`config.mk`:
```
export PLATFORM = sky130hd
export DESIGN_NAME = frame_threshold_sched_flat
export DESIGN_NICKNAME = d
export VERILOG_FILES = /design/src/rtl/frame_threshold_sched_if.sv /design/src/rtl/frame_threshold_sched.sv /design/src/flat_wrapper.sv
export SDC_FILE = /design/constraint.sdc
export NUM_CORES = 1
export LEC_CHECK = 0
export CORE_ASPECT_RATIO = 1.2
export CORE_MARGIN = 3
export CORE_UTILIZATION = 30
export CTS_CLUSTER_DIAMETER = 60
export DETAILED_ROUTE_END_ITERATION = 8
export REMOVE_ABC_BUFFERS = 1
export SETUP_SLACK_MARGIN = 0.2
export SLEW_MARGIN = 20
export SYNTH_ARGS = -nofsm -noshare
export SYNTH_HDL_FRONTEND = slang
export SYNTH_SLANG_ARGS = --single-unit
```
`constraint.sdc`:
```
create_clock -name clk -period 3.3 [get_ports clk]
set_clock_uncertainty 0.2 [all_clocks]
set_input_delay 0.33 -clock clk [delete_from_list [all_inputs] [get_ports clk]]
set_output_delay 0.33 -clock clk [all_outputs]
set_load 0.01 [all_outputs]
```
`src/rtl/frame_threshold_sched_if.sv`:
```
// frame_threshold_sched_if: Avalon-MM slave bus used by the CPU to program the
// threshold scheduler and read back its per-slot results.
interface frame_threshold_sched_if;
   logic        s_chipselect;
   logic        s_read;
   logic        s_write;
   logic [3:0]  s_address;
   logic [31:0] s_writedata;
   logic [31:0] s_readdata;
   modport master (output s_chipselect, s_read, s_write, s_address, s_writedata, input s_readdata);
   modport slave (input s_chipselect, s_read, s_write, s_address, s_writedata, output s_readdata);
endinterface

```
`src/rtl/frame_threshold_sched.sv`:
```
// frame_threshold_sched: sweeps colour-threshold slots one per video frame and banks centre-of-mass results.
// Define SCHED_TIMEOUT_EN to abandon a capture after CAPTURE_TIMEOUT cycles without res_valid.
module frame_threshold_sched #(
   parameter int          NUM_SLOTS       = 4,
   parameter int          CAPTURE_TIMEOUT = 1024,
   parameter logic [31:0] SCHED_ID        = 32'h1234EEE3
) (
   input  logic                   clk,
   input  logic                   reset_n,
   frame_threshold_sched_if.slave mm,
   input  logic                   frame_sop,
   input  logic                   frame_eop,
   input  logic                   res_valid,
   input  logic [31:0]            res_mass,
   input  logic [31:0]            res_ex,
   input  logic [31:0]            res_ey,
   output logic [23:0]            thr_low,
   output logic [23:0]            thr_up,
   output logic [1:0]             active_slot,
   output logic                   sched_busy
);
   typedef enum logic [2:0] {IDLE, APPLY, ARM, FRAME, CAPTURE, ADVANCE} state_t;
   state_t      state;
   logic        run, oneshot, in_frame, wr, rd, nxt_wrap;
   logic [3:0]  mask, en, fresh, tmo_rd;
   logic [7:0]  clr;
   logic [1:0]  slot_sel, sel_slot, low_slot, nxt_slot;
   logic [7:0]  sweep;
   logic [23:0] slot_low [4];
   logic [23:0] slot_up [4];
   logic [31:0] bank_mass [4];
   logic [31:0] bank_ex [4];
   logic [31:0] bank_ey [4];
   logic [31:0] rdata;
`ifdef SCHED_TIMEOUT_EN
   localparam int CW = $clog2(CAPTURE_TIMEOUT + 1);
   logic [3:0]    tmo;
   logic [CW-1:0] cnt;
   assign tmo_rd = tmo;
`else
   assign tmo_rd = 4'd0;
`endif
   assign en  = mask & 4'((1 << NUM_SLOTS) - 1);
   assign wr  = mm.s_chipselect & mm.s_write;
   assign rd  = mm.s_chipselect & mm.s_read;
   assign clr = (wr && mm.s_address == 4'd7) ? mm.s_writedata[7:0] : 8'd0;
   always_comb begin
      low_slot = 2'd0;
      nxt_slot = active_slot;
      nxt_wrap = 1'b1;
      for (int i = 3; i >= 0; i--) if (en[i]) low_slot = 2'(i);
      // Scanning downward leaves the nearest enabled slot after active_slot; index wrap marks a sweep end.
      for (int i = 4; i >= 1; i--) if (en[active_slot + 2'(i)]) begin
         nxt_slot = active_slot + 2'(i);
         nxt_wrap = active_slot + 2'(i) <= active_slot;
      end
   end
   always_comb begin
      case (mm.s_address)
         4'd0:    rdata = {sweep, 4'd0, active_slot, 1'b0, sched_busy, 4'd0, mask, 6'd0, oneshot, run};
         4'd1:    rdata = {30'd0, slot_sel};
         4'd2:    rdata = {8'd0, slot_low[slot_sel]};
         4'd3:    rdata = {8'd0, slot_up[slot_sel]};
         4'd4:    rdata = bank_mass[slot_sel];
         4'd5:    rdata = bank_ex[slot_sel];
         4'd6:    rdata = bank_ey[slot_sel];
         4'd7:    rdata = {24'd0, tmo_rd, fresh};
         4'd8:    rdata = SCHED_ID;
         default: rdata = 32'd0;
      endcase
   end
   always_ff @(posedge clk or negedge reset_n) begin
      if (!reset_n) begin
         state          <= IDLE;
         mm.s_readdata  <= 32'd0;
         thr_low        <= 24'd0;
         thr_up         <= 24'd0;
         active_slot    <= 2'd0;
         sched_busy     <= 1'b0;
         run            <= 1'b0;
         oneshot        <= 1'b0;
         mask           <= 4'd0;
         slot_sel       <= 2'd0;
         sel_slot       <= 2'd0;
         sweep          <= 8'd0;
         fresh          <= 4'd0;
         in_frame       <= 1'b0;
         for (int i = 0; i < 4; i++) begin
            slot_low[i]  <= 24'd0;
            slot_up[i]   <= 24'd0;
            bank_mass[i] <= 32'd0;
            bank_ex[i]   <= 32'd0;
            bank_ey[i]   <= 32'd0;
         end
`ifdef SCHED_TIMEOUT_EN
         tmo <= 4'd0;
         cnt <= '0;
`endif
      end else begin
         in_frame <= frame_sop | (in_frame & ~frame_eop);
         if (rd) mm.s_readdata <= rdata;
         if (wr) begin
            case (mm.s_address)
               4'd0:    {mask, oneshot, run} <= {mm.s_writedata[11:8], mm.s_writedata[1:0]};
               4'd1:    slot_sel <= mm.s_writedata[1:0];
               4'd2:    slot_low[slot_sel] <= mm.s_writedata[23:0];
               4'd3:    slot_up[slot_sel] <= mm.s_writedata[23:0];
               default: ;
            endcase
         end
         // Clears land first so a same-cycle flag set below overrides them.
         fresh <= fresh & ~clr[3:0];
`ifdef SCHED_TIMEOUT_EN
         tmo <= tmo & ~clr[7:4];
`endif
         case (state)
            IDLE: if (run && en != 4'd0) begin
               sel_slot   <= low_slot;
               sched_busy <= 1'b1;
               state      <= APPLY;
            end
            APPLY: if (!in_frame) begin
               thr_low     <= slot_low[sel_slot];
               thr_up      <= slot_up[sel_slot];
               active_slot <= sel_slot;
               state       <= ARM;
            end
            ARM: if (frame_sop) state <= FRAME;
            FRAME: if (frame_eop) begin
               state <= CAPTURE;
`ifdef SCHED_TIMEOUT_EN
               cnt <= '0;
`endif
            end
            CAPTURE: if (res_valid) begin
               bank_mass[active_slot] <= res_mass;
               bank_ex[active_slot]   <= res_ex;
               bank_ey[active_slot]   <= res_ey;
               fresh[active_slot]     <= 1'b1;
               state                  <= ADVANCE;
            end
`ifdef SCHED_TIMEOUT_EN
            else if (cnt == CW'(CAPTURE_TIMEOUT - 1)) begin
               tmo[active_slot] <= 1'b1;
               state            <= ADVANCE;
            end else cnt <= cnt + 1'b1;
`endif
            ADVANCE: begin
               sel_slot <= nxt_slot;
               if (nxt_wrap && en != 4'd0) sweep <= sweep + 8'd1;
               if ((oneshot && nxt_wrap) || !run || en == 4'd0) begin
                  if (oneshot && nxt_wrap) run <= 1'b0;
                  sched_busy <= 1'b0;
                  state      <= IDLE;
               end else state <= APPLY;
            end
            default: state <= IDLE;
         endcase
      end
   end
endmodule
```
`src/flat_wrapper.sv`:
```
// flat-port wrapper written by rule: the top's interface ports become plain ports
module frame_threshold_sched_flat 
#(
   parameter int          NUM_SLOTS       = 4,
   parameter int          CAPTURE_TIMEOUT = 1024,
   parameter logic [31:0] SCHED_ID        = 32'h1234EEE3
)
  (clk, reset_n, frame_sop, frame_eop, res_valid, res_mass, res_ex, res_ey, thr_low, thr_up, active_slot, sched_busy, mm_s_chipselect, mm_s_read, mm_s_write, mm_s_address, mm_s_writedata, mm_s_readdata);
  frame_threshold_sched_if mm_i ();
  input  logic clk;
  input  logic reset_n;
  input  logic frame_sop;
  input  logic frame_eop;
  input  logic res_valid;
  input  logic [31:0] res_mass;
  input  logic [31:0] res_ex;
  input  logic [31:0] res_ey;
  output logic [23:0] thr_low;
  output logic [23:0] thr_up;
  output logic [1:0] active_slot;
  output logic sched_busy;
  input wire logic [$bits(mm_i.s_chipselect)-1:0] mm_s_chipselect;
  input wire logic [$bits(mm_i.s_read)-1:0] mm_s_read;
  input wire logic [$bits(mm_i.s_write)-1:0] mm_s_write;
  input wire logic [$bits(mm_i.s_address)-1:0] mm_s_address;
  input wire logic [$bits(mm_i.s_writedata)-1:0] mm_s_writedata;
  output wire logic [$bits(mm_i.s_readdata)-1:0] mm_s_readdata;
  assign mm_i.s_chipselect = mm_s_chipselect;
  assign mm_i.s_read = mm_s_read;
  assign mm_i.s_write = mm_s_write;
  assign mm_i.s_address = mm_s_address;
  assign mm_i.s_writedata = mm_s_writedata;
  assign mm_s_readdata = mm_i.s_readdata;
  frame_threshold_sched #(.NUM_SLOTS(NUM_SLOTS), .CAPTURE_TIMEOUT(CAPTURE_TIMEOUT), .SCHED_ID(SCHED_ID)) u_core (.clk(clk), .reset_n(reset_n), .mm(mm_i), .frame_sop(frame_sop), .frame_eop(frame_eop), .res_valid(res_valid), .res_mass(res_mass), .res_ex(res_ex), .res_ey(res_ey), .thr_low(thr_low), .thr_up(thr_up), .active_slot(active_slot), .sched_busy(sched_busy));
endmodule
```
Word level (Yosys, flattened, before mapping) --
Index checks and enable logic that the tools add are counted.
Operators by class: order comparisons 14, reductions and logical operators 25, multiplexer cells 72, add/sub/neg operators 4, bitwise operators 12, eq/ne operators 19
Operators by type and width (count):
- $bwmux 128 | 3
- $pmux 32 s9 | 1
- $mux 32 | 7
- $mux 24 | 9
- $bmux 24 s2 | 4
- $bmux 32 s2 | 3
- $bwmux 96 | 2
- $demux 32 s2 | 1
- $demux 24 s2 | 1
- $pmux 3 s6 | 1
- $mux 1 | 17
- $eq 4x3->1 const B | 4
- $mux 2 | 8
- $reduce_and 2->1 | 8
- $mux 3 | 5
- $lt 2x3->1 const B | 4
- $mux 4 | 3
- $ge 3x3->1 const B | 3
- $not 2->3 | 3
- $add 8x1->8 const B | 1
- $bmux 1 s2 | 4
- $eq 4x2->1 const B | 2
- $le 2x2->1 | 4
- $logic_not 4->1 | 2
- 28 further kinds | 46
Word-level totals: flip-flop bits (word level) 685, output and inout port bits 83, logic and storage cells 180, input port bits 140

Depth between registers and ports, before layout --
word-level depth 11, mapped depth 9, mapped depth without buffers 7

Least setup slack after synthesis --
Ideal clock, no wire load.
kind reg2reg, from register u_core.active_slot[1], to register u_core.sweep[1], arrival 2.512 ns, required time 2.972 ns, period minus slack after synthesis 2.839 ns, path buffers 1, library setup time 0.128 ns, slack 0.461 ns, stages on the path, launching flop included 8, cells stage by stage dfrtp_1 inv_1 ha_1 clkbuf_1 mux4_2 a2111oi_4 a21oi_4 mux2_1
On the way: cells in the longest elaborated chain, start to end 8, elaborated cells between the ends (all ways) 21, classes of those cells add/sub: 3; order compare: 4; mux: 12; reduce/logical: 2
RTL lines:
- from (decl) | RTL line frame_threshold_sched.sv:19 | output logic [1:0] active_slot,
- from (signal assigned) | RTL line frame_threshold_sched.sv:125 | active_slot <= sel_slot;
- $add 2x2->2 / $bmux 1 s2 (equally long branches) | RTL line frame_threshold_sched.sv:53, frame_threshold_sched.sv:55
- $bmux 1 s2 / $mux 1 (equally long branches) | RTL line frame_threshold_sched.sv:53 | for (int i = 4; i >= 1; i--) if (en[active_slot + 2'(i)]) begin
- $mux 1 (implied by the code) | RTL line frame_threshold_sched.sv:53
- $mux 1 (2 in series) | RTL line frame_threshold_sched.sv:53
- $mux 1 (*) | RTL line frame_threshold_sched.sv:53
- $logic_and 1x1->1 (*) | RTL line frame_threshold_sched.sv:150 | if (nxt_wrap && en != 4'd0) sweep <= sweep + 8'd1;
- $reduce_and 2->1 (no line) (*)
- to (signal assigned) | RTL line frame_threshold_sched.sv:150
- to (decl) | RTL line frame_threshold_sched.sv:28 | logic [7:0] sweep;
Every way passes the cells marked *; elsewhere a longest branch is shown, timed or not. The select of a mux whose other input is x is not followed. A chain may end at the register's enable or synchronous reset.

Worst setup path in the final report --
from register u_core.active_slot[1], to register u_core.sweep[7]
The elaborated chain is that of the path after synthesis.

==> metrics.txt <==
run status finished, final reports clean; Crit Reg-Reg Startpoint u_core.active_slot[1]$_DFFE_PN0P_; Yosys warning count 0; Max Cap Viol 0; Total Routing Usage GR 0.169; Reg power frac 0.442; clock power share 0.299; register bit total from synthesis 685; Die W 302 um; Slew @ Worst Pin 845 ps; WHS 73.2 ps; CTS tree done; nets 2374; critical path cell sequence inv_1 -> ha_1 -> mux4_2 -> nor4bb_1 -> a21oi_4 -> nor3_2 -> xor2_1; Reg2Reg Setup Slack 540 ps; commonest non-fill, non-tap cells in the layout 681 x dfrtp_1, 613 x mux2_2, 212 x clkdlybuf4s50_1; PD cells 712 mW/mm^2; Worst VDD drop 0.343 mV; most common cell after layout, fill and taps aside dfrtp_1; sequential share of the synthesized area 0.545; Synth Area per Inst 15.8 sq um; Die Ht 361 um; buffers added on ports 214; initial drt markers 1075; Final Cell Area 0.0383 sq mm; Comb power frac 0.259; Congestion Overflow GR 0; DP Area 0.0359 sq mm; Sw Pwr 0.00781 W; FF-to-FF End u_core.sweep[7]$_DFFE_PN0P_; share of layout cells above drive strength 1 0.453; vias in the first global route 21000; final setup fails 0; Rows 129; Residual DRC 0; WS Path Type register to register; final slew viol count 0; setup_tns 0 ps; H-Tree Depth 3; Synth cell types 51; switching share of power 0.286; CP Launch Type register; register clock-pin slew on the reported worst setup and hold paths 60 ps; period utilization 0.838; worst hold path class primary input to asynchronous set/reset pin; Critical-path top delay cell nor4bb_1; fmax 362 MHz; post-synthesis cell area 0.0315 sq mm; post-DP HPWL 61600 um; TritonRoute pass-1 iters 5; Filler Cell Count 9730; CTS Buffer Depth 3; Vias/cell 5.20; GP Congestion 0.800; Worst-Skew Late Latency 620 ps; first-pass GRT wire length 138000 um; cell-internal power 0.0195 W; LEAKAGE 17.5 nW; CTS buffer count 73; CTS resizes 0; crit end category register; total number of vias 19100; Placed Cells 3526; # clock sinks 685; CP max stage delay 550 ps; final critical path time including I/O delays and setup 2760 ps; Post-Synthesis Cells 1996; wire per inst 25.2 um; ANT nets after route 0; WL final 92300 um; CTS root buf clkbuf_16; Setup Fix Bufs, Post-CTS 0; Top-Level Pins 223; Core ar. 0.104 sq mm; initial antenna violation count 30; Finished Layout Cells 3670; Final WS setup 536 ps; final hold violation count 0; largest net degree at the start of global routing 103; pre-CTS WS 400 ps; Slew HR 0.437; CP required 3650 ps; R2R cell count 7; Starting Density 0.304; RSZ-0062 raised after global routing no; CP Data Arrival Time 3110 ps; die footprint 0.109 sq mm; Area Growth Syn to Fin 21.9%; crit-path max FO 9
## critical path, delay by kind of cell (launching register included)
family                   cells  cell delay [ps]
XOR/XNOR                     1              160
buffers and inverters        1              260
adder cells (fa/ha/maj)      1              380
AND/OR/NAND/NOR              2              790
multiplexers                 1              380
flip-flops                   1              370
AO/OA/AOI/OAI                1              150
## synth_stat cells (all sizes together)
cell | count | area share
nor4bb | 4 | 0.0013
nand3b | 5 | 0.0012
a2111oi | 1 | 0.00088
a31o | 1 | 0.00028
clkbuf | 60 | 0.0072
nor3 | 9 | 0.0019
a22oi | 67 | 0.016
nand4 | 4 | 0.00080
a21o | 8 | 0.0019
or3 | 1 | 0.00020
mux2 | 632 | 0.23
inv | 12 | 0.0014
dfrtp | 685 | 0.54
a211oi | 1 | 0.00024
nand3 | 24 | 0.0038
mux2i | 8 | 0.0025
nor4b | 2 | 0.00076
and3 | 3 | 0.00060
buf | 87 | 0.013
a21oi | 29 | 0.0050
o21a | 1 | 0.00024
o21ai | 27 | 0.0043
nand2b | 6 | 0.0012
xor2 | 6 | 0.0017
nand2 | 37 | 0.0044
a21boi | 1 | 0.00024
o311ai | 1 | 0.00028
xnor2 | 2 | 0.00056
mux4 | 194 | 0.14
o22ai | 7 | 0.0014
nor3b | 3 | 0.0012
a221oi | 4 | 0.0011
nor4 | 2 | 0.00060
ha | 7 | 0.0028
nor2b | 6 | 0.0012
or4 | 2 | 0.00048
o211ai | 2 | 0.00048
a22o | 19 | 0.0053
nor2 | 20 | 0.0024
o31ai | 1 | 0.00024
a211o | 1 | 0.00028
o41ai | 1 | 0.00028
a31oi | 2 | 0.00040
and3b | 1 | 0.00028
## logic make-up (layout without fill, tap and decap cells)
| family | Yosys count | in the layout | share of synthesized area |
|---|---|---|---|
| multiplexers | 834 | 834 | 0.368 |
| flip-flops | 685 | 685 | 0.545 |
| AO/OA/AOI/OAI | 174 | 174 | 0.0388 |
| buffers and inverters | 159 | 442 | 0.0214 |
| AND/OR/NAND/NOR | 129 | 129 | 0.0223 |
| XOR/XNOR | 8 | 8 | 0.00223 |
| adder cells (fa/ha/maj) | 7 | 7 | 0.00278 |
| other | 0 | 16 | 0 |
## area by class of cell
class / count / area, sq um / share of cell area
multi-input cells: 1152 / 13800 / 0.360
well taps: 1375 / 1720 / 0.0449
clock inverters: 20 / 246 / 0.00643
flip-flops and latches: 685 / 17200 / 0.447
inverters: 12 / 45.0 / 0.00118
diodes: 16 / 40.0 / 0.00104
repair buffers: 303 / 3230 / 0.0841
clock buffers: 107 / 2110 / 0.0550
## timing repair
item,in CTS,in global routing
hold endpoints to repair,122,0
setup endpoints to repair,0,0
hold buffers,1,0
## per-stage QoR
step,util,total power (W)
3_5_place_dp,0.347,0.0194
6_report,0.370,0.0273
4_1_cts,0.370,0.0277
3_3_place_gp,0.347,0.0189
5_1_grt,0.370,0.0287
2_1_floorplan,-,0.0164
## sequential cells by signal (all words and copies together) (netlist names)
| register | flops |
|---|---|
| u_core.thr_low | 24 |
| u_core.sweep | 8 |
| u_core.slot_sel | 2 |
| u_core.run | 1 |
| u_core.state | 3 |
| u_core.bank_ex | 128 |
| u_core.bank_mass | 128 |
| u_core.fresh | 4 |
| u_core.slot_low | 96 |
| u_core.bank_ey | 128 |
| u_core.active_slot | 2 |
| u_core.oneshot | 1 |
| u_core.sched_busy | 1 |
| u_core.en | 4 |
| u_core.slot_up | 96 |
| u_core.in_frame | 1 |
| u_core.sel_slot | 2 |
| u_core.thr_up | 24 |
| u_core.mm.s_readdata | 32 |
## how the worst max path moves through the flow
stage	slack, ps	end	depth (start not counted)	from
after floorplan	-5530	u_core.slot_low[48]$_DFFE_PN0P_	2	u_core.slot_sel[0]$_DFFE_PN0P_
after global placement	470	u_core.slot_up[48]$_DFFE_PN0P_	7	mm_s_chipselect
after detailed placement	400	u_core.slot_up[66]$_DFFE_PN0P_	7	mm_s_chipselect
after CTS	520	u_core.sweep[6]$_DFFE_PN0P_	7	u_core.active_slot[1]$_DFFE_PN0P_
after global routing	340	u_core.sweep[6]$_DFFE_PN0P_	7	u_core.active_slot[1]$_DFFE_PN0P_
final	540	u_core.sweep[7]$_DFFE_PN0P_	7	u_core.active_slot[1]$_DFFE_PN0P_
## power by group through the flow
stage	Clock [W]	Combinational (W)	Sequential, W
after global placement	0	0.00697	0.0120
after detailed placement	0	0.00716	0.0122
final	0.00815	0.00706	0.0121
after global routing	0.00875	0.00761	0.0123
after CTS	0.00843	0.00720	0.0121
after floorplan	0	0.00429	0.0121
## per-layer routing
layer  up-vias  wire length [um]  GRT usage  part of all wire
met5         -                97          0            0.0011
met1     10300             37400      0.213              0.41
met4        16              2630     0.0638             0.028
li1       8104                 -          -                 -
met3       160              5690     0.0389             0.062
met2       555             46500      0.283              0.50
Note: power is estimated with default switching activity, not from simulation.
